$ cat config.mk
export PLATFORM = sky130hd
export DESIGN_NAME = mem_port_arbiter_flat
export DESIGN_NICKNAME = d
export VERILOG_FILES = /design/src/rtl/mem_port_arbiter_if.sv /design/src/rtl/mem_port_arbiter.sv /design/src/flat_wrapper.sv
export SDC_FILE = /design/constraint.sdc
export NUM_CORES = 1
export LEC_CHECK = 0
export BUFFER_PORTS_ARGS = -buffer_cell sky130_fd_sc_hd__buf_2
export CAP_MARGIN = 20
export CORE_UTILIZATION = 44
export CTS_CLUSTER_DIAMETER = 200
export DETAILED_ROUTE_END_ITERATION = 10
export GPL_TIMING_DRIVEN = 0
export PLACE_DENSITY = 0.75
export RECOVER_POWER = 100
export SYNTH_ARGS = -nofsm -noshare
export SYNTH_HDL_FRONTEND = slang
export SYNTH_SLANG_ARGS = --single-unit
$ cat constraint.sdc
create_clock -name clk -period 2.1 [get_ports clk]
set_input_delay 0.42 -clock clk [delete_from_list [all_inputs] [get_ports clk]]
set_output_delay 0.42 -clock clk [all_outputs]
set_load 0.05 [all_outputs]
$ cat src/rtl/mem_port_arbiter_if.sv
// Bundle of the fetch port, the data port and the RAM-side lines of the
// memory port arbiter. The arbiter takes the slave view; the requesters and the
// RAM together take the master view.
interface mem_port_arbiter_if #(
  parameter int unsigned ADDR_W = 8,
  parameter int unsigned DATA_W = 32
) ();

  // Instruction fetch port (read-only)
  logic              f_req;
  logic [ADDR_W-1:0] f_addr;
  logic              f_ack;
  logic [DATA_W-1:0] f_rdata;

  // Data load/store port
  logic              d_req;
  logic              d_we;
  logic [ADDR_W-1:0] d_addr;
  logic [DATA_W-1:0] d_wdata;
  logic              d_ack;
  logic [DATA_W-1:0] d_rdata;

  // Single-port synchronous RAM
  logic [ADDR_W-1:0] ram_addr;
  logic [DATA_W-1:0] ram_wdata;
  logic              ram_we;
  logic              ram_re;
  logic [DATA_W-1:0] ram_rdata;

  // Controller status
  logic              busy;

  modport slave (
    input  f_req, f_addr,
    input  d_req, d_we, d_addr, d_wdata,
    input  ram_rdata,
    output f_ack, f_rdata,
    output d_ack, d_rdata,
    output ram_addr, ram_wdata, ram_we, ram_re,
    output busy
  );

  modport master (
    output f_req, f_addr,
    output d_req, d_we, d_addr, d_wdata,
    output ram_rdata,
    input  f_ack, f_rdata,
    input  d_ack, d_rdata,
    input  ram_addr, ram_wdata, ram_we, ram_re,
    input  busy
  );

endinterface

$ cat src/rtl/mem_port_arbiter.sv
// Two-requester controller for a single-port synchronous RAM with a one-cycle
// registered read. Every transaction runs IDLE -> ISSUE -> RESP -> DONE, so an
// access granted in cycle 0 acknowledges in cycle 3 and the FSM is back in IDLE
// for cycle 4. Ties alternate between the two ports, starting with data.
module mem_port_arbiter #(
  parameter int unsigned ADDR_W = 8,
  parameter int unsigned DATA_W = 32
) (
  input logic              clk,
  input logic              clr_n,
  mem_port_arbiter_if.slave bus
);

  typedef enum logic [1:0] {
    StIdle  = 2'd0,
    StIssue = 2'd1,
    StResp  = 2'd2,
    StDone  = 2'd3
  } state_e;

  typedef enum logic {
    OwnFetch = 1'b0,
    OwnData  = 1'b1
  } owner_e;

  state_e            state_q, state_d;
  owner_e            owner_q, owner_d;
  owner_e            last_owner_q, last_owner_d;
  logic              store_q, store_d;
  logic [ADDR_W-1:0] addr_q, addr_d;
  logic [DATA_W-1:0] wdata_q, wdata_d;
  logic [DATA_W-1:0] f_rdata_q, f_rdata_d;
  logic [DATA_W-1:0] d_rdata_q, d_rdata_d;
  logic              f_ack_q, f_ack_d;
  logic              d_ack_q, d_ack_d;
  logic              grant_data;

  // State and datapath registers; reset aborts any transaction in flight.
  always_ff @(posedge clk or negedge clr_n) begin
    if (!clr_n) begin
      state_q      <= StIdle;
      owner_q      <= OwnFetch;
      last_owner_q <= OwnFetch;
      store_q      <= 1'b0;
      addr_q       <= '0;
      wdata_q      <= '0;
      f_rdata_q    <= '0;
      d_rdata_q    <= '0;
      f_ack_q      <= 1'b0;
      d_ack_q      <= 1'b0;
    end else begin
      state_q      <= state_d;
      owner_q      <= owner_d;
      last_owner_q <= last_owner_d;
      store_q      <= store_d;
      addr_q       <= addr_d;
      wdata_q      <= wdata_d;
      f_rdata_q    <= f_rdata_d;
      d_rdata_q    <= d_rdata_d;
      f_ack_q      <= f_ack_d;
      d_ack_q      <= d_ack_d;
    end
  end

  // Arbitration, transaction sequencing and response capture.
  always_comb begin
    state_d      = state_q;
    owner_d      = owner_q;
    last_owner_d = last_owner_q;
    store_d      = store_q;
    addr_d       = addr_q;
    wdata_d      = wdata_q;
    f_rdata_d    = f_rdata_q;
    d_rdata_d    = d_rdata_q;
    f_ack_d      = 1'b0;
    d_ack_d      = 1'b0;

    // Data wins when alone, or on a tie when fetch had the last grant.
    grant_data = bus.d_req && (!bus.f_req || (last_owner_q == OwnFetch));

    case (state_q)
      StIdle: begin
        if (bus.f_req || bus.d_req) begin
          state_d = StIssue;
          if (grant_data) begin
            owner_d      = OwnData;
            last_owner_d = OwnData;
            store_d      = bus.d_we;
            addr_d       = bus.d_addr;
            wdata_d      = bus.d_wdata;
          end else begin
            owner_d      = OwnFetch;
            last_owner_d = OwnFetch;
            store_d      = 1'b0;
            addr_d       = bus.f_addr;
          end
        end
      end
      StIssue: begin
        state_d = StResp;
      end
      StResp: begin
        // RAM output is valid now; capture it so it is stable during DONE.
        state_d = StDone;
        if (owner_q == OwnFetch) begin
          f_rdata_d = bus.ram_rdata;
          f_ack_d   = 1'b1;
        end else begin
          d_ack_d = 1'b1;
          if (!store_q) begin
            d_rdata_d = bus.ram_rdata;
          end
        end
      end
      StDone: begin
        state_d = StIdle;
      end
      default: begin
        state_d = StIdle;
      end
    endcase
  end

  // Strobes decode from state so an asynchronous reset drops them at once.
  always_comb begin
    bus.ram_we    = (state_q == StIssue) && store_q;
    bus.ram_re    = (state_q == StIssue) && !store_q;
    bus.ram_addr  = addr_q;
    bus.ram_wdata = wdata_q;
    bus.f_ack     = f_ack_q;
    bus.d_ack     = d_ack_q;
    bus.f_rdata   = f_rdata_q;
    bus.d_rdata   = d_rdata_q;
    bus.busy      = (state_q != StIdle);
  end

endmodule

$ cat src/flat_wrapper.sv
// flat-port wrapper written by rule: the top's interface ports become plain ports
module mem_port_arbiter_flat 
#(
  parameter int unsigned ADDR_W = 8,
  parameter int unsigned DATA_W = 32
)
  (clk, clr_n, bus_f_req, bus_f_addr, bus_d_req, bus_d_we, bus_d_addr, bus_d_wdata, bus_ram_rdata, bus_f_ack, bus_f_rdata, bus_d_ack, bus_d_rdata, bus_ram_addr, bus_ram_wdata, bus_ram_we, bus_ram_re, bus_busy);
  mem_port_arbiter_if #(.ADDR_W(ADDR_W), .DATA_W(DATA_W)) bus_i ();
  input logic clk;
  input logic clr_n;
  input wire logic [$bits(bus_i.f_req)-1:0] bus_f_req;
  input wire logic [$bits(bus_i.f_addr)-1:0] bus_f_addr;
  input wire logic [$bits(bus_i.d_req)-1:0] bus_d_req;
  input wire logic [$bits(bus_i.d_we)-1:0] bus_d_we;
  input wire logic [$bits(bus_i.d_addr)-1:0] bus_d_addr;
  input wire logic [$bits(bus_i.d_wdata)-1:0] bus_d_wdata;
  input wire logic [$bits(bus_i.ram_rdata)-1:0] bus_ram_rdata;
  output wire logic [$bits(bus_i.f_ack)-1:0] bus_f_ack;
  output wire logic [$bits(bus_i.f_rdata)-1:0] bus_f_rdata;
  output wire logic [$bits(bus_i.d_ack)-1:0] bus_d_ack;
  output wire logic [$bits(bus_i.d_rdata)-1:0] bus_d_rdata;
  output wire logic [$bits(bus_i.ram_addr)-1:0] bus_ram_addr;
  output wire logic [$bits(bus_i.ram_wdata)-1:0] bus_ram_wdata;
  output wire logic [$bits(bus_i.ram_we)-1:0] bus_ram_we;
  output wire logic [$bits(bus_i.ram_re)-1:0] bus_ram_re;
  output wire logic [$bits(bus_i.busy)-1:0] bus_busy;
  assign bus_i.f_req = bus_f_req;
  assign bus_i.f_addr = bus_f_addr;
  assign bus_i.d_req = bus_d_req;
  assign bus_i.d_we = bus_d_we;
  assign bus_i.d_addr = bus_d_addr;
  assign bus_i.d_wdata = bus_d_wdata;
  assign bus_i.ram_rdata = bus_ram_rdata;
  assign bus_f_ack = bus_i.f_ack;
  assign bus_f_rdata = bus_i.f_rdata;
  assign bus_d_ack = bus_i.d_ack;
  assign bus_d_rdata = bus_i.d_rdata;
  assign bus_ram_addr = bus_i.ram_addr;
  assign bus_ram_wdata = bus_i.ram_wdata;
  assign bus_ram_we = bus_i.ram_we;
  assign bus_ram_re = bus_i.ram_re;
  assign bus_busy = bus_i.busy;
  mem_port_arbiter #(.ADDR_W(ADDR_W), .DATA_W(DATA_W)) u_core (.clk(clk), .clr_n(clr_n), .bus(bus_i));
endmodule
Yosys cells after proc, flatten, opt, wreduce, memory -nomap -nowiden
Cells that the tools add are included.

word-level totals
  flip-flop bits (word level) = 110
  word-level logic and storage cells = 37

operators by class
  reduce and logical (&&, ||, !) cells = 13
  bitwise gates (word level) = 2
  equality and inequality tests = 4
  multiplexer cells = 9

operators with widths
  cell                number
  $mux 8              1
  $pmux 2 s4          1
  $mux 1              6
  $reduce_and 3->1    2
  $eq 2x2->1 const B  2
  $reduce_and 2->1    2
  $logic_and 1x1->1   3
  $eq 2x1->1 const B  1
  $logic_not 1->1     2
  $logic_not 2->1     1
  $logic_or 1x1->1    2
  $mux 2              1
  $ne 2x1->1 const B  1
  $not 1->1           2
  $reduce_bool 2->1   1

Logic depth before layout (Yosys ltp)
Gate-level depths: netlist of run 1.

  depth in word-level cells = 4
  depth in mapped cells = 7
  depth with buffers taken out = 5

Worst setup path after synthesis of run 1
Ideal clock, no wire load.

  kind = reg-to-reg
  start = register u_core.state_q[0]
  end = register u_core.state_q[1]
  setup time = 125 ps
  setup slack = 329 ps
  path buffers = 1
  arrival time = 1,647 ps
  stages on the path, launching flop included = 7
  data required time = 1,975 ps
  cell sequence = dfrtp_1 -> inv_1 -> ha_1 -> buf_2 -> inv_1 -> or3_1 -> mux2_2

on the way
  longest elaborated chain between the ends = 2
  elaborated cells on any way between the ends = 6
  classes of those cells = eq/ne (4); mux (1); reduce/logical (1)

RTL lines
  item                                             RTL line                RTL
  from (decl)                                      mem_port_arbiter.sv:26  state_e state_q, state_d;
  from (signal assigned)                           mem_port_arbiter.sv:41  state_q <= StIdle;
  from (signal assigned)                           mem_port_arbiter.sv:52  state_q <= state_d;
  $eq 2x2->1, or another cell as far along         mem_port_arbiter.sv:81  case (state_q)
  $pmux 2 s4 / $ne 2x1->1 (equally long branches)  --

Parallel ways exist; a longest one is shown, timed or not.
A chain may end at the register's enable or synchronous reset.

Final worst setup path of run 1
  start = register u_core.state_q[0]
  end = output port bus_busy

on the way
  longest elaborated chain between the ends = 1

RTL lines
  item               RTL line                 RTL
  $reduce_bool 2->1  mem_port_arbiter.sv:134  bus.busy = (state_q != StIdle);
  to (decl)          flat_wrapper.sv:26       output wire logic [$bits(bus_i.busy)-1:0] bus_busy;

Every way passes these cells.

==> out/qor.txt, run 1 <==
R2R Setup Slk - 190 ps
total global routing overflow - 0
post-layout min period - 1910 ps
DRT antenna net count - 0
sequential area share after synthesis - 62.9%
crit start category - flip-flop
Critical Path Fanout Max - 7
DR vias/cell - 4.71
skew final - 7.20 ps
CP endpoint kind - output port
maximum clock path buffer count - 2
Slew HR - 26.8%
DR WL/cell - 14.6 um
placer congestion estimate - 0.743
buffer count from post-CTS setup fixing - 0
slowest stage cell, crit path - dfrtp_1
drt first pass iters - 6
top cell type's share of synthesized area - 62.9%
outcome - completed
syn avg cell area - 15.8 um2
largest net degree at the start of global routing - 71
Slew Limit Fails - 0
# IOs - 194
Synth area leader - dfrtp_1
main flop type after synthesis - dfrtp_1
vias - 2,916
PortBufs - 192
hold crit path type - primary input to asynchronous set/reset pin
drt initial violations - 58
final hold violation count - 0
Die X - 102 um
Buf+Inv Stages, Crit Path - 4
post-cts resize count - 0
H-Tree Depth - 3
critical-path cell list - inv_1, ha_1, buf_2, inv_1, clkbuf_2
clock net sink count - 110
most common cell in the netlist - dfrtp_1
share of cells above drive strength 1 - 38.3%
hpwl dp - 6.84 mm
Cells after Synth - 277
reg2reg path depth - 7
Reg clk slew, reported paths - 100 ps
TritonCTS Buffers - 9
# diodes - 0
CP top delay family - buffers and inverters
GRT Overall Usage - 17.5%
critical path class - flip-flop to output port
Critical Path Max Stage Delay - 390 ps
FF+latch count, synth - 110
R2R Path End - u_core.bus.d_rdata[5]$_DFFE_PN0P_
Post-CTS Hold Fix Bufs - 0
root buffer cell - clkbuf_8
top cells by count, synth - 110 x dfrtp_1, 67 x mux2_2, 29 x mux2_4
async set-reset flop share out of synthesis - 100%
P&R area growth vs syn - 24.9%
cell mode on critical path - inv_1
global-route wire length before repair - 14.0 mm
Worst-Margin Slew - 1090 ps
Fin Setup TNS - 0 ps
Worst EP required - 1680 ps
max-cap viol count - 0
DIE AREA - 0.0103 mm2
die height - 102 um
CP arrival - 1490 ps
Setup violations, final - 0
vias in the first global route - 2,896
period utilization - 91.0%
Residual DRC - 0
syn nets - 365
Final Net Count - 569
Initial Utilization - 45.2%
synth top area cells - dfrtp_1 63%, mux2_2 17%, mux2_4 10%, a21oi_1 1.9%, buf_6 1.5%
insertion delay to the later sink of the worst-skew pair - 360 ps
number of flops mapped to enable cells by yosys - 0
drt total wl - 9.05 mm
TritonCTS clock tree - yes
initial antenna violation count - 0
fmax - 523 MHz
Mapped Area - 0.00437 mm2
Core Region - 0.00968 mm2
Yosys cell types - 25
Crit Reg-Reg Startpoint - u_core.state_q[0]$_DFFE_PN0P_
RSZ-0062 raised after global routing - no
warnings from Yosys - 0
Rows - 36
[cell families after synthesis]
group	count (synthesis)	synth area share [%]
buf+inv	18	2.75
simple gates	27	2.86
compound gates	22	3.12
mux	97	27.5
fa+ha+maj	3	0.858
flops	110	62.9
[per-layer routing]
layer  GRT usage (%)  wire length (um)  share of wire, %
met5               0                 0                 0
met4            4.68                66              0.73
met3            5.11               612               6.8
met2            28.3              4380                48
met1            23.0              3990                44
[final cells by class]
cell class                 count  area [um2]
buffer                        14        85.1
clock buffer                  11         151
clock inverter                 5        41.3
fill                         898        4220
inverter                       4        15.0
multi-input combinational    149        1400
sequential                   110        2750
tap                          133         166
timing repair buffer         193         856
[metrics by stage]
step                cells  hold WS [ps]  utilization (%)  area, um2  setup slack, ps
global route          619           239             56.4       5460             42.1
detailed placement    603           437             57.1       5530              349
global placement      602           472             56.8       5500             -528
floorplan             277           124                -       4370              329
CTS                   619          35.2             59.1       5720              157
finish                619           228             56.4       5460              189
[flip-flops by register name (all words and copies together) (netlist names)]
register              cells
u_core.bus.d_ack          1
u_core.bus.d_rdata       32
u_core.bus.f_ack          1
u_core.bus.f_rdata       32
u_core.bus.ram_addr       8
u_core.bus.ram_wdata     32
u_core.last_owner_q       1
u_core.state_q            2
u_core.store_q            1
[how the worst max path moves through the flow]
| stage | from | endpoint | cells after the start |
|---|---|---|---|
| 2_1_floorplan | u_core.state_q[0]$_DFFE_PN0P_ | u_core.state_q[1]$_DFFE_PN0P_ | 6 |
| 3_3_place_gp | clr_n | u_core.bus.ram_wdata[9]$_DFFE_PN0P_ | 1 |
| 3_5_place_dp | u_core.state_q[0]$_DFFE_PN0P_ | u_core.bus.d_rdata[5]$_DFFE_PN0P_ | 7 |
| 4_1_cts | u_core.state_q[0]$_DFFE_PN0P_ | bus_busy | 5 |
| 5_1_grt | u_core.state_q[0]$_DFFE_PN0P_ | u_core.bus.d_rdata[7]$_DFFE_PN0P_ | 7 |
| 6_report | u_core.state_q[0]$_DFFE_PN0P_ | bus_busy | 5 |
[cells in the final DEF (no fill, tap or decap), types with 2 or more instances in the layout]
cell type	count
nand2_1	11
mux2_4	3
a21oi_1	17
inv_1	4
clkbuf_2	9
buf_2	85
clkbuf_8	11
buf_6	3
nor2_1	9
clkbuf_1	108
dfrtp_1	110
nand2b_1	2
mux2_1	27
mux2_2	67
ha_1	3
Power of run 1 is left out: the tool's default activity adds up to more than one toggle a clock period on the data nets, which glitch-free logic cannot reach.
==> run 2, diff against run 1 <==
--- a/config.mk
+++ b/config.mk
@@ -12,7 +12,7 @@
 export DETAILED_ROUTE_END_ITERATION = 10
 export GPL_TIMING_DRIVEN = 0
 export PLACE_DENSITY = 0.75
-export RECOVER_POWER = 100
+export RECOVER_POWER = 25
 export SYNTH_ARGS = -nofsm -noshare
 export SYNTH_HDL_FRONTEND = slang
 export SYNTH_SLANG_ARGS = --single-unit
==> out/qor.txt, run 2 (synthesis results as in run 1) <==
commonest non-fill, non-tap cell in the layout - buf_2 (was dfrtp_1)
skew final - 6.72 ps (was 7.20 ps)
final hold violation count - 0 (unchanged)
slowest stage cell, crit path - dfrtp_1 (unchanged)
global-route wire length before repair - 14.0 mm (unchanged)
Worst EP required - 1680 ps (about the same)
buffer count from post-CTS setup fixing - 0 (unchanged)
total global routing overflow - 0 (unchanged)
vias - 2,916 (unchanged)
outcome - completed (unchanged)
Placed Cells - 603 (unchanged)
critical path class - flip-flop to output port (unchanged)
DIE AREA - 0.0103 mm2 (unchanged)
TritonCTS clock tree - yes (unchanged)
share of cells above drive strength 1 - 65.8% (was 38.3%)
reg2reg path depth - 7 (unchanged)
hpwl dp - 6.84 mm (unchanged)
vias in the first global route - 2,896 (unchanged)
Rows - 36 (unchanged)
Reg clk slew, reported paths - 100 ps (about the same)
RSZ-0062 raised after global routing - no (unchanged)
Core Region - 0.00968 mm2 (unchanged)
Critical Path Max Stage Delay - 390 ps (about the same)
Final Net Count - 569 (unchanged)
Residual DRC - 0 (unchanged)
DR vias/cell - 4.71 (unchanged)
Crit Reg-Reg Startpoint - u_core.state_q[0]$_DFFE_PN0P_ (unchanged)
DR WL/cell - 14.5 um (was 14.6 um)
Initial Utilization - 45.2% (unchanged)
H-Tree Depth - 3 (unchanged)
period utilization - 90.9% (was 91.0%)
clock net sink count - 110 (unchanged)
# IOs - 194 (unchanged)
R2R Path End - u_core.bus.d_rdata[5]$_DFFE_PN0P_ (unchanged)
critical-path cell list - inv_1, ha_1, buf_2, inv_1, buf_2 (was inv_1, ha_1, buf_2, inv_1, clkbuf_2)
flip-flop and latch area - 0.00275 mm2 (unchanged)
P&R area growth vs syn - 30.8% (was 24.9%)
CP top delay family - buffers and inverters (unchanged)
max-cap viol count - 0 (unchanged)
post-layout min period - 1910 ps (about the same)
Post-CTS Hold Fix Bufs - 0 (unchanged)
post-cts resize count - 0 (unchanged)
Slew HR - 30.6% (was 26.8%)
R2R Setup Slk - 350 ps (was 190 ps)
drt total wl - 8.99 mm (was 9.05 mm)
CP arrival - 1490 ps (about the same)
initial antenna violation count - 0 (unchanged)
largest net degree at the start of global routing - 71 (unchanged)
hold crit path type - primary input to asynchronous set/reset pin (unchanged)
insertion delay to the later sink of the worst-skew pair - 360 ps (about the same)
CP Depth - 5 (unchanged)
Setup violations, final - 0 (unchanged)
Buf+Inv Stages, Crit Path - 4 (unchanged)
drt first pass iters - 4 (was 6)
drt initial violations - 66 (was 58)
DRT antenna net count - 0 (unchanged)
# diodes - 0 (unchanged)
placer congestion estimate - 0.743 (unchanged)
GRT Overall Usage - 17.5% (unchanged)
die height - 102 um (unchanged)
Slew Limit Fails - 0 (unchanged)
maximum clock path buffer count - 2 (unchanged)
commonest cells after routing, fill and taps aside - 196 x buf_2, 110 x dfrtp_1, 67 x mux2_2, 29 x mux2_4, 17 x a21oi_1 (was 110 x dfrtp_1, 108 x clkbuf_1, 85 x buf_2, 67 x mux2_2, 27 x mux2_1)
fmax - 524 MHz (was 523 MHz)
root buffer cell - clkbuf_8 (unchanged)
Critical Path Fanout Max - 7 (unchanged)
filler instances - 815 (was 898)
area of the multi-input gates - 0.00150 mm2 (was 0.00140 mm2)
crit start category - flip-flop (unchanged)
TritonCTS Buffers - 9 (unchanged)
Worst-Margin Slew - 1040 ps (was 1090 ps)
final cell count without fillers - 619 (unchanged)
Die X - 102 um (unchanged)
CP endpoint kind - output port (unchanged)
PortBufs - 192 (unchanged)
==> run 2: worst max path at each step <==
stage / startpoint / endpoint
global route: u_core.state_q[0]$_DFFE_PN0P_ / bus_busy
finish: u_core.state_q[0]$_DFFE_PN0P_ / bus_busy
detailed placement: u_core.state_q[0]$_DFFE_PN0P_ / u_core.bus.d_rdata[5]$_DFFE_PN0P_
global placement: clr_n / u_core.bus.ram_wdata[9]$_DFFE_PN0P_
CTS: u_core.state_q[0]$_DFFE_PN0P_ / bus_busy
floorplan: u_core.state_q[0]$_DFFE_PN0P_ / u_core.state_q[1]$_DFFE_PN0P_
==> run 2: through the flow <==
| step | hold WS (ps) | util [%] | setup WS, ps | area [um2] | TNS [ps] |
|---|---|---|---|---|---|
| floorplan | 124 | - | 329 | 4370 | 0 |
| global placement | 472 | 56.8 | -528 | 5500 | -57400 |
| detailed placement | 437 | 57.1 | 349 | 5530 | 0 |
| CTS | 35.2 | 59.1 | 157 | 5720 | 0 |
| global route | 241 | 59.1 | 77.1 | 5720 | 0 |
| finish | 227 | 59.1 | 190 | 5720 | 0 |
==> run 2: area by class of cell <==
type	count	share of cell area (%)
Clock inverter	5	0.722
Clock buffer	11	2.65
Tap cell	133	2.91
Timing Repair Buffer	193	17.3
Buffer	14	1.84
Sequential cell	110	48.1
Inverter	4	0.262
Multi-Input combinational cell	149	26.2
==> run 2: metal layers <==
| layer | wire length (um) | vias up | GRT usage [%] |
|---|---|---|---|
| li1 | - | 1370 | - |
| met1 | 3870 | 1416 | 23.0 |
| met2 | 4390 | 124 | 28.3 |
| met3 | 663 | 6 | 5.11 |
| met4 | 68 | 0 | 4.68 |
| met5 | 0 | - | 0 |
Power of run 2 is left out for the same reason.
==> run 3, diff against run 2 <==
--- a/config.mk
+++ b/config.mk
@@ -7,12 +7,14 @@
 export LEC_CHECK = 0
 export BUFFER_PORTS_ARGS = -buffer_cell sky130_fd_sc_hd__buf_2
 export CAP_MARGIN = 20
-export CORE_UTILIZATION = 44
+export CELL_PAD_IN_SITES_DETAIL_PLACEMENT = 1
+export CELL_PAD_IN_SITES_GLOBAL_PLACEMENT = 2
+export CORE_UTILIZATION = 30
 export CTS_CLUSTER_DIAMETER = 200
 export DETAILED_ROUTE_END_ITERATION = 10
 export GPL_TIMING_DRIVEN = 0
-export PLACE_DENSITY = 0.75
-export RECOVER_POWER = 25
+export PLACE_DENSITY_LB_ADDON = 0.1
+export RECOVER_POWER = 100
 export SYNTH_ARGS = -nofsm -noshare
 export SYNTH_HDL_FRONTEND = slang
 export SYNTH_SLANG_ARGS = --single-unit
==> out/qor.txt, run 3 (synthesis results as in run 1) <==
critical path class - flip-flop to output port (unchanged)
R2R Setup Slk - 230 ps (was 350 ps)
Worst EP required - 1680 ps (about the same)
period utilization - 92.3% (was 90.9%)
RSZ-0062 raised after global routing - no (unchanged)
drt initial violations - 44 (was 66)
GRT Overall Usage - 14.9% (was 17.5%)
Slew HR - 41.3% (was 30.6%)
CP endpoint kind - output port (unchanged)
PortBufs - 192 (unchanged)
vias in the first global route - 3,202 (was 2,896)
Core Region - 0.0140 mm2 (was 0.00968 mm2)
crit start category - flip-flop (unchanged)
Die X - 123 um (was 102 um)
global-route wire length before repair - 16.7 mm (was 14.0 mm)
maximum clock path buffer count - 2 (unchanged)
DIE AREA - 0.0151 mm2 (was 0.0103 mm2)
# IOs - 194 (unchanged)
Hold Crit Depth - 2
R2R Path End - u_core.bus.ram_wdata[14]$_DFFE_PN0P_ (was u_core.bus.d_rdata[5]$_DFFE_PN0P_)
largest net degree at the start of global routing - 87 (was 71)
Slew Limit Fails - 0 (unchanged)
fmax - 516 MHz (was 524 MHz)
final cell count without fillers - 664 (was 619)
Fin Setup TNS - 0 ps (unchanged)
reg2reg path depth - 4 (was 7)
die height - 123 um (was 102 um)
Worst-Margin Slew - 874 ps (was 1040 ps)
filler instances - 1,570 (was 815)
placer congestion estimate - 0.710 (was 0.743)
clock net sink count - 110 (unchanged)
total global routing overflow - 0 (unchanged)
flip-flop and latch area - 0.00275 mm2 (unchanged)
drt total wl - 10.6 mm (was 8.99 mm)
initial antenna violation count - 0 (unchanged)
DRT antenna net count - 0 (unchanged)
outcome - completed (unchanged)
Residual DRC - 0 (unchanged)
vias - 2,970 (was 2,916)
area of the multi-input gates - 0.00140 mm2 (was 0.00150 mm2)
CP arrival - 1520 ps (was 1490 ps)
root buffer cell - clkbuf_16 (was clkbuf_8)
Setup violations, final - 0 (unchanged)
buffer count from post-CTS setup fixing - 0 (unchanged)
Rows - 43 (was 36)
DR WL/cell - 16.0 um (was 14.5 um)
max-cap viol count - 0 (unchanged)
H-Tree Depth - 3 (unchanged)
P&R area growth vs syn - 27.5% (was 30.8%)
Post-CTS Hold Fix Bufs - 1 (was 0)
post-layout min period - 1940 ps (was 1910 ps)
Final Net Count - 570 (was 569)
Initial Utilization - 31.1% (was 45.2%)
Crit Reg-Reg Startpoint - u_core.last_owner_q$_DFFE_PN0P_ (was u_core.state_q[0]$_DFFE_PN0P_)
drt first pass iters - 4 (unchanged)
Placed Cells - 650 (was 603)
commonest cells after routing, fill and taps aside - 110 x dfrtp_1, 109 x clkbuf_1, 83 x buf_2, 67 x mux2_2, 26 x mux2_1 (was 196 x buf_2, 110 x dfrtp_1, 67 x mux2_2, 29 x mux2_4, 17 x a21oi_1)
TritonCTS Buffers - 9 (unchanged)
TritonCTS clock tree - yes (unchanged)
Critical Path Fanout Max - 7 (unchanged)
skew final - 9.43 ps (was 6.72 ps)
critical hold path startpoint - bus_d_wdata[17]
hpwl dp - 7.80 mm (was 6.84 mm)
post-cts resize count - 0 (unchanged)
Reg clk slew, reported paths - 70 ps (was 100 ps)
commonest non-fill, non-tap cell in the layout - dfrtp_1 (was buf_2)
hold crit path type - primary input to flip-flop (was primary input to asynchronous set/reset pin)
final hold violation count - 0 (unchanged)
DR vias/cell - 4.47 (was 4.71)
# diodes - 0 (unchanged)
share of cells above drive strength 1 - 38.0% (was 65.8%)
insertion delay to the later sink of the worst-skew pair - 350 ps (was 360 ps)
WHS Endpoint - u_core.bus.ram_wdata[17]$_DFFE_PN0P_
==> run 3: stage by stage <==
step	area [um2]	setup WS (ps)	utilization [%]	hold slack [ps]
after floorplan	4370	329	-	124
after global placement	5560	-767	39.6	475
after detailed placement	5590	298	39.8	302
after CTS	5850	148	41.6	280
after global routing	5580	31.3	39.7	264
final	5580	162	39.7	283
==> run 3: how the worst max path moves through the flow <==
| stage | cells past startpoint | endpoint | slack (ps) | startpoint |
|---|---|---|---|---|
| after global routing | 5 | bus_busy | 30 | u_core.state_q[0]$_DFFE_PN0P_ |
| after CTS | 5 | bus_busy | 150 | u_core.state_q[0]$_DFFE_PN0P_ |
| final | 5 | bus_busy | 160 | u_core.state_q[0]$_DFFE_PN0P_ |
| after detailed placement | 7 | u_core.bus.d_rdata[27]$_DFFE_PN0P_ | 300 | u_core.state_q[0]$_DFFE_PN0P_ |
| after global placement | 1 | u_core.bus.ram_wdata[4]$_DFFE_PN0P_ | -770 | clr_n |
| after floorplan | 6 | u_core.state_q[1]$_DFFE_PN0P_ | 330 | u_core.state_q[0]$_DFFE_PN0P_ |
==> run 3: area by class of cell <==
cell class	instances	share of cell area, %
Sequential cell	110	49.4
Clock inverter	3	0.269
Buffer	14	1.53
Clock buffer	10	4.11
Multi-Input combinational cell	149	25.1
Timing Repair Buffer	194	15.3
Inverter	4	0.269
Tap cell	180	4.04
==> run 3: per-layer routing <==
layer	share of wire, %	vias up	GRT usage (%)
met5	0	-	0
met4	1.0	0	4.12
met3	8.4	7	5.48
met2	47	119	23.8
met1	43	1481	18.8
li1	-	1363	-
==> run 3: worst max-delay path, cell delays in order (launching register included) <==
cell and delay [ps]:
dfrtp_1 380, inv_1 70, ha_1 190, buf_2 170
inv_1 80, clkbuf_2 290
Power of run 3 is left out for the same reason.
